File: config.mk
export PLATFORM = sky130hd
export DESIGN_NAME = mem_port_arbiter
export DESIGN_NICKNAME = d
export VERILOG_FILES = /design/src/rtl/mem_port_arbiter_pkg.sv /design/src/rtl/mem_wait_timer.sv /design/src/rtl/mem_port_arbiter.sv
export SDC_FILE = /design/constraint.sdc
export NUM_CORES = 1
export LEC_CHECK = 0
export ABC_AREA = 1
export BUFFER_PORTS_ARGS = -buffer_cell sky130_fd_sc_hd__clkbuf_2
export CAP_MARGIN = 10
export CORE_ASPECT_RATIO = 0.75
export CORE_MARGIN = 5
export CORE_UTILIZATION = 49
export CTS_BUF_LIST = sky130_fd_sc_hd__clkbuf_16
export CTS_CLUSTER_SIZE = 10
export DETAILED_ROUTE_END_ITERATION = 16
export PLACE_DENSITY = 0.85
export SYNTH_ARGS = -nofsm -noshare
export SYNTH_HDL_FRONTEND = slang
export SYNTH_SLANG_ARGS = --single-unit
File: constraint.sdc
create_clock -name clk -period 3.4 [get_ports clk]
set_input_delay 0.17 -clock clk [delete_from_list [all_inputs] [get_ports clk]]
set_output_delay 0.17 -clock clk [all_outputs]
set_load 0.005 [all_outputs]
File: src/rtl/mem_port_arbiter_pkg.sv
// Shared encodings and constants for the IF/MEM unified-RAM port arbiter.
package mem_port_arbiter_pkg;

  typedef logic [1:0] state_t;

  localparam state_t ST_IDLE  = 2'd0;
  localparam state_t ST_IBUSY = 2'd1;
  localparam state_t ST_DBUSY = 2'd2;

  // Read data returned when a transaction is forced to complete by the wait timer.
  localparam logic [31:0] TIMEOUT_DATA = 32'h0000_0000;

endpackage

File: src/rtl/mem_wait_timer.sv
// Clear/enable wait counter; o_tc_c flags the last allowed cycle of a RAM wait.
module mem_wait_timer #(
  parameter int unsigned TO_W    = 8,
  parameter int unsigned TIMEOUT = 255
) (
  input  logic clk,
  input  logic rst,
  input  logic i_clr,
  input  logic i_en,
  output logic o_tc_c
);

  logic [TO_W-1:0] r_count;

  always_ff @(posedge clk) begin
    if (rst || i_clr) begin
      r_count <= '0;
    end else if (i_en) begin
      r_count <= r_count + TO_W'(1);
    end
  end

  // Terminal count on the TIMEOUT-th enabled cycle since the last clear.
  assign o_tc_c = i_en & (r_count == TO_W'(TIMEOUT - 1));

endmodule

File: src/rtl/mem_port_arbiter.sv
// Shares one single-ported RAM between instruction fetch and load/store.
// Data accesses win; each access is a cs/ack handshake bounded by a wait timer.
module mem_port_arbiter
  import mem_port_arbiter_pkg::*;
#(
  parameter int unsigned ADDR_W  = 12,
  parameter int unsigned TIMEOUT = 255,
  parameter int unsigned TO_W    = 8
) (
  input  logic              clk,
  input  logic              rst,
  input  logic              if_req,
  input  logic [31:0]       if_addr,
  output logic [31:0]       if_data,
  output logic              if_ready,
  input  logic              d_ren,
  input  logic              d_wen,
  input  logic [31:0]       d_addr,
  input  logic [31:0]       d_wdata,
  output logic [31:0]       d_rdata,
  output logic              d_ready,
  output logic              stall_if,
  output logic              stall_mem,
  output logic              ram_cs,
  output logic              ram_we,
  output logic [ADDR_W-1:0] ram_addr,
  output logic [31:0]       ram_wdata,
  input  logic [31:0]       ram_rdata,
  input  logic              ram_ack,
  output logic              err
);

  state_t            r_state, w_state_nxt;
  logic              r_ram_cs, r_ram_we, r_if_ready, r_d_ready, r_err, r_abandon;
  logic [ADDR_W-1:0] r_ram_addr;
  logic [31:0]       r_ram_wdata, r_if_data, r_d_rdata;

  logic              w_cs_nxt, w_we_nxt, w_if_ready_nxt, w_d_ready_nxt, w_err_nxt, w_abandon_nxt;
  logic [ADDR_W-1:0] w_addr_nxt;
  logic [31:0]       w_wdata_nxt, w_if_data_nxt, w_d_rdata_nxt, w_rdata;
  logic              w_d_req, w_busy, w_tc, w_done, w_abandon, w_unused;

  assign w_d_req   = d_ren | d_wen;
  assign w_busy    = (r_state != ST_IDLE);
  assign w_done    = w_busy & (ram_ack | w_tc);
  assign w_abandon = r_abandon | ~if_req;
  assign w_rdata   = ram_ack ? ram_rdata : TIMEOUT_DATA;
  assign w_unused  = ^{if_addr[31:ADDR_W+2], if_addr[1:0], d_addr[31:ADDR_W+2], d_addr[1:0]};

  mem_wait_timer #(
    .TO_W    (TO_W),
    .TIMEOUT (TIMEOUT)
  ) u_wait_timer (
    .clk    (clk),
    .rst    (rst),
    .i_clr  (~w_busy),
    .i_en   (w_busy & ~ram_ack),
    .o_tc_c (w_tc)
  );

  always_ff @(posedge clk) begin
    if (rst) begin
      r_state <= ST_IDLE;
    end else begin
      r_state <= w_state_nxt;
    end
  end

  always_comb begin
    w_state_nxt = r_state;
    unique case (r_state)
      ST_IDLE: begin
        if (w_d_req) begin
          w_state_nxt = ST_DBUSY;
        end else if (if_req) begin
          w_state_nxt = ST_IBUSY;
        end
      end
      ST_IBUSY, ST_DBUSY: begin
        if (w_done) w_state_nxt = ST_IDLE;
      end
      default: w_state_nxt = ST_IDLE;
    endcase
  end

  // Next values of the registered RAM request, read data, ready pulses and error.
  always_comb begin
    w_cs_nxt       = r_ram_cs;
    w_we_nxt       = r_ram_we;
    w_addr_nxt     = r_ram_addr;
    w_wdata_nxt    = r_ram_wdata;
    w_if_data_nxt  = r_if_data;
    w_d_rdata_nxt  = r_d_rdata;
    w_if_ready_nxt = 1'b0;
    w_d_ready_nxt  = 1'b0;
    w_err_nxt      = r_err;
    w_abandon_nxt  = r_abandon;
    unique case (r_state)
      ST_IDLE: begin
        w_abandon_nxt = 1'b0;
        if (w_d_req) begin
          w_cs_nxt    = 1'b1;
          w_we_nxt    = d_wen;
          w_addr_nxt  = d_addr[ADDR_W+1:2];
          w_wdata_nxt = d_wdata;
          if (d_ren & d_wen) w_err_nxt = 1'b1;
        end else if (if_req) begin
          w_cs_nxt   = 1'b1;
          w_we_nxt   = 1'b0;
          w_addr_nxt = if_addr[ADDR_W+1:2];
        end
      end
      ST_IBUSY: begin
        if (!if_req) w_abandon_nxt = 1'b1;
        if (w_done) begin
          w_cs_nxt      = 1'b0;
          w_we_nxt      = 1'b0;
          w_abandon_nxt = 1'b0;
          if (!ram_ack) w_err_nxt = 1'b1;
          if (!w_abandon) begin
            w_if_data_nxt  = w_rdata;
            w_if_ready_nxt = 1'b1;
          end
        end
      end
      ST_DBUSY: begin
        if (w_done) begin
          w_cs_nxt      = 1'b0;
          w_we_nxt      = 1'b0;
          w_d_ready_nxt = 1'b1;
          if (!ram_ack) w_err_nxt = 1'b1;
          if (!r_ram_we) w_d_rdata_nxt = w_rdata;
        end
      end
      default: ;
    endcase
  end

  always_ff @(posedge clk) begin
    if (rst) begin
      r_ram_cs    <= 1'b0;
      r_ram_we    <= 1'b0;
      r_ram_addr  <= '0;
      r_ram_wdata <= '0;
      r_if_data   <= '0;
      r_d_rdata   <= '0;
      r_if_ready  <= 1'b0;
      r_d_ready   <= 1'b0;
      r_err       <= 1'b0;
      r_abandon   <= 1'b0;
    end else begin
      r_ram_cs    <= w_cs_nxt;
      r_ram_we    <= w_we_nxt;
      r_ram_addr  <= w_addr_nxt;
      r_ram_wdata <= w_wdata_nxt;
      r_if_data   <= w_if_data_nxt;
      r_d_rdata   <= w_d_rdata_nxt;
      r_if_ready  <= w_if_ready_nxt;
      r_d_ready   <= w_d_ready_nxt;
      r_err       <= w_err_nxt;
      r_abandon   <= w_abandon_nxt;
    end
  end

  assign ram_cs    = r_ram_cs;
  assign ram_we    = r_ram_we;
  assign ram_addr  = r_ram_addr;
  assign ram_wdata = r_ram_wdata;
  assign if_data   = r_if_data;
  assign d_rdata   = r_d_rdata;
  assign if_ready  = r_if_ready;
  assign d_ready   = r_d_ready;
  assign err       = r_err;

  // IF also holds while data owns or is about to own the RAM.
  assign stall_mem = w_d_req & ~r_d_ready;
  assign stall_if  = (if_req & ~r_if_ready) | (r_state == ST_DBUSY) |
                     ((r_state == ST_IDLE) & w_d_req);

endmodule

==> out/qor.yml <==
run_status:
  status: "complete, no violations"
worst_setup_path:
  crit_family: "buffers and inverters"
  worstSetupPathType: "flop to output pin"
  slowest_delay_ps: 720
  cp_max_fo: 33
  start_kind: "flop"
  required_ps: 3230
  critical_path_arrival_ps: 2450
  crit_path_end_kind: "output pin"
  crit_buf_inv: 4
  cp_cell_sequence: "inv_1 -> ha_1 -> inv_1 -> nor2_1 -> inv_1 -> o211ai_1 -> clkbuf_2"
  cp_slowest_cell: "inv_1"
  cp_common_cell: "inv_1"
clocking:
  h-tree-depth: 4
  numCtsBuffers: 17
  cts_buffer_depth: 2
  insertion_delay_ps: 400
  ctsResizeCount: 0
  post_cts_buffers: 0
  cts_tree: "done"
  clock-sinks: 124
  root_buffer: "clkbuf_16"
  path_clk_slew_ps: 50
  holdBufCountCts: 25
routing:
  routed_via_density: 5.12
  vias: 5303
  drc: 0
  routedWlPerCell_um: 14.4
  postRouteAntennaNets: 0
  drt_pass1_iterations: 5
  finalWirelength_um: 14900
  first_iter_violations: 459
grt:
  grt_overflow: 0
  grt_pass1_wl_um: 23700
  antenna_found_initial: 0
  grt_util_all_layers_pct: 23.5
  grt_pass1_vias: 4851
  grt_max_degree: 66
logic_synthesis:
  synth_cell_types: 21
  synth_ff_type: "dfxtp_1"
  synth_top_family_by_area: "simple AND/OR/NAND/NOR gates"
  synth_top_area_cell: "dfxtp_1"
  synth.most_common_cell: "nand2_1"
  synthArstFlopShare_pct: 0
  synth_common_cells: "145 x nand2_1, 124 x dfxtp_1, 86 x nor2_1, 77 x a21oi_1, 54 x inv_1"
  synth_edf_count: 0
  yosysSeqAreaShare_pct: 50.0
  netlist_area_mm2: 0.00497
  synth_nets: 814
  synth.area.mux_share_pct: 0
  synth.top_cell.area_share_pct: 50.0
  synth_compound_area_share_pct: 15.2
  yosysWarnings: 0
  ys_ff_latch: 124
  synthCells: 675
  synthTopCellsByArea: "dfxtp_1 50%, nand2_1 11%, a21oi_1 7.8%"
  synthSimpleGateAreaFrac_pct: 25.1
  synthXorXnorAreaFrac_pct: 0
  syn_avg_cell_area_um2: 7.36
  synth_fa_ha_area_share_pct: 1.26
timing:
  tightest_slew_ps: 1010
  hold_violations: 0
  setup_viol: 0
  finalSetupTns_ps: 0
  slew_viol_final: 0
  period_share_pct: 77.1
  max_freq_mhz: 382
  grt_setup_unrepaired: "no"
  slew_headroom_pct: 32.5
  post-route-min-period_ps: 2620
  final.setup.worst_slack_ps: 779
  fin_skew_ps: 9.58
placement:
  hpwl_um: 9740
  pre_cts_ws_ps: 1180
  place_congestion: 0.831
  io_buffers: 208
worst_hold_path:
  hold_path.class: "input port to flop"
floorplanning:
  rows: 31
  die_area_mm2: 0.0123
  initial_core_util_pct: 50.8
  core_area_mm2: 0.00977
  die_w_um: 126
  die_h_um: 97.2
  io_pins: 249
layout:
  post-route-util_pct: 70.1
  area_growth_pct: 38.0
  drive_gt1_share_pct: 27.5
  finalNetCount: 1031
  n_antenna_cell: 0
  fill_cells: 821
run:
  drv_cap: 0
power_and_ir_drop:
  ir_worst_vdd_mv: 0.364
  cellPowerDensity_mw_per_mm2: 588
  p_leak_nw: 3.28
  power_mw: 4.03
[cells by family after synthesis]
group	after synthesis
and+or+nand+nor	298
buffers and inverters	103
AOI/OAI and AO/OA	145
DFF	124
adders and majority gates	5
[area by class of cell]
cell class,count,area (um2),area share [%]
flip-flops and latches,124,2480,36.2
multi-input cells,448,2070,30.2
repair buffers,246,1390,20.3
clock buffers,17,425,6.21
inverters,55,206,3.01
well taps,132,165,2.41
clock inverters,13,111,1.62
[final timing paths]
path	slack [ps]	start	depth (start not counted)	end
setup reg to reg	1380	r_state[0]	7	ram_wdata[25]
hold reg to reg	460	if_data[6]	2	if_data[6]
hold / removal	20	d_wdata[12]	3	ram_wdata[12]
setup / recovery	780	r_state[0]	7	stall_if
[state kept, by name (all words and copies together) (netlist names)]
register and cells:
ram_wdata 32, d_ready 1, r_state 2, if_ready 1, u_wait_timer.r_count 8, ram_cs 1
ram_we 1, d_rdata 32, r_abandon 1, ram_addr 12, err 1, if_data 32
[metrics by stage]
step           cells  cell area (um2)  hold WS (ps)
2_1_floorplan    675             4970           305
3_3_place_gp     979             6060           392
3_5_place_dp     979             6060           398
4_1_cts         1034             6840          1.50
5_1_grt         1035             6850          7.45
6_report        1035             6850          15.5
[power breakdown]
part	total [mW]	internal, mW	switching (mW)
Clock	1.64	1.05	0.595
Sequential	1.65	1.58	0.0674
Combinational	0.736	0.271	0.465
Total	4.03	2.90	1.13
[cell usage in the layout, fill, tap and decap left out, types with 4 or more instances in the layout]
master	n
dfxtp_1	124
nand3_1	29
clkinv_1	4
ha_1	5
a31oi_1	12
buf_4	12
inv_1	56
nor2_1	85
clkbuf_2	208
dlygate4sd3_1	26
nand4_1	36
nand2_1	145
o21ai_0	53
clkinv_2	5
a21oi_1	77
clkbuf_16	17
[routing by layer]
layer  routed length (um)  GRT usage, %
met4                  421          9.07
met1                 6010          28.7
met3                 1170          7.97
met5                    0             0
met2                 7340          38.1
[worst reg2reg max path, delay by kind of cell, from the launching register on]
family / cells / cell delay (ps)
AND/OR/NAND/NOR: 3 / 350
flip-flops: 1 / 350
buffers and inverters: 3 / 960
adder cells (fa/ha/maj): 1 / 310
Power figures use the tool's default switching activity.
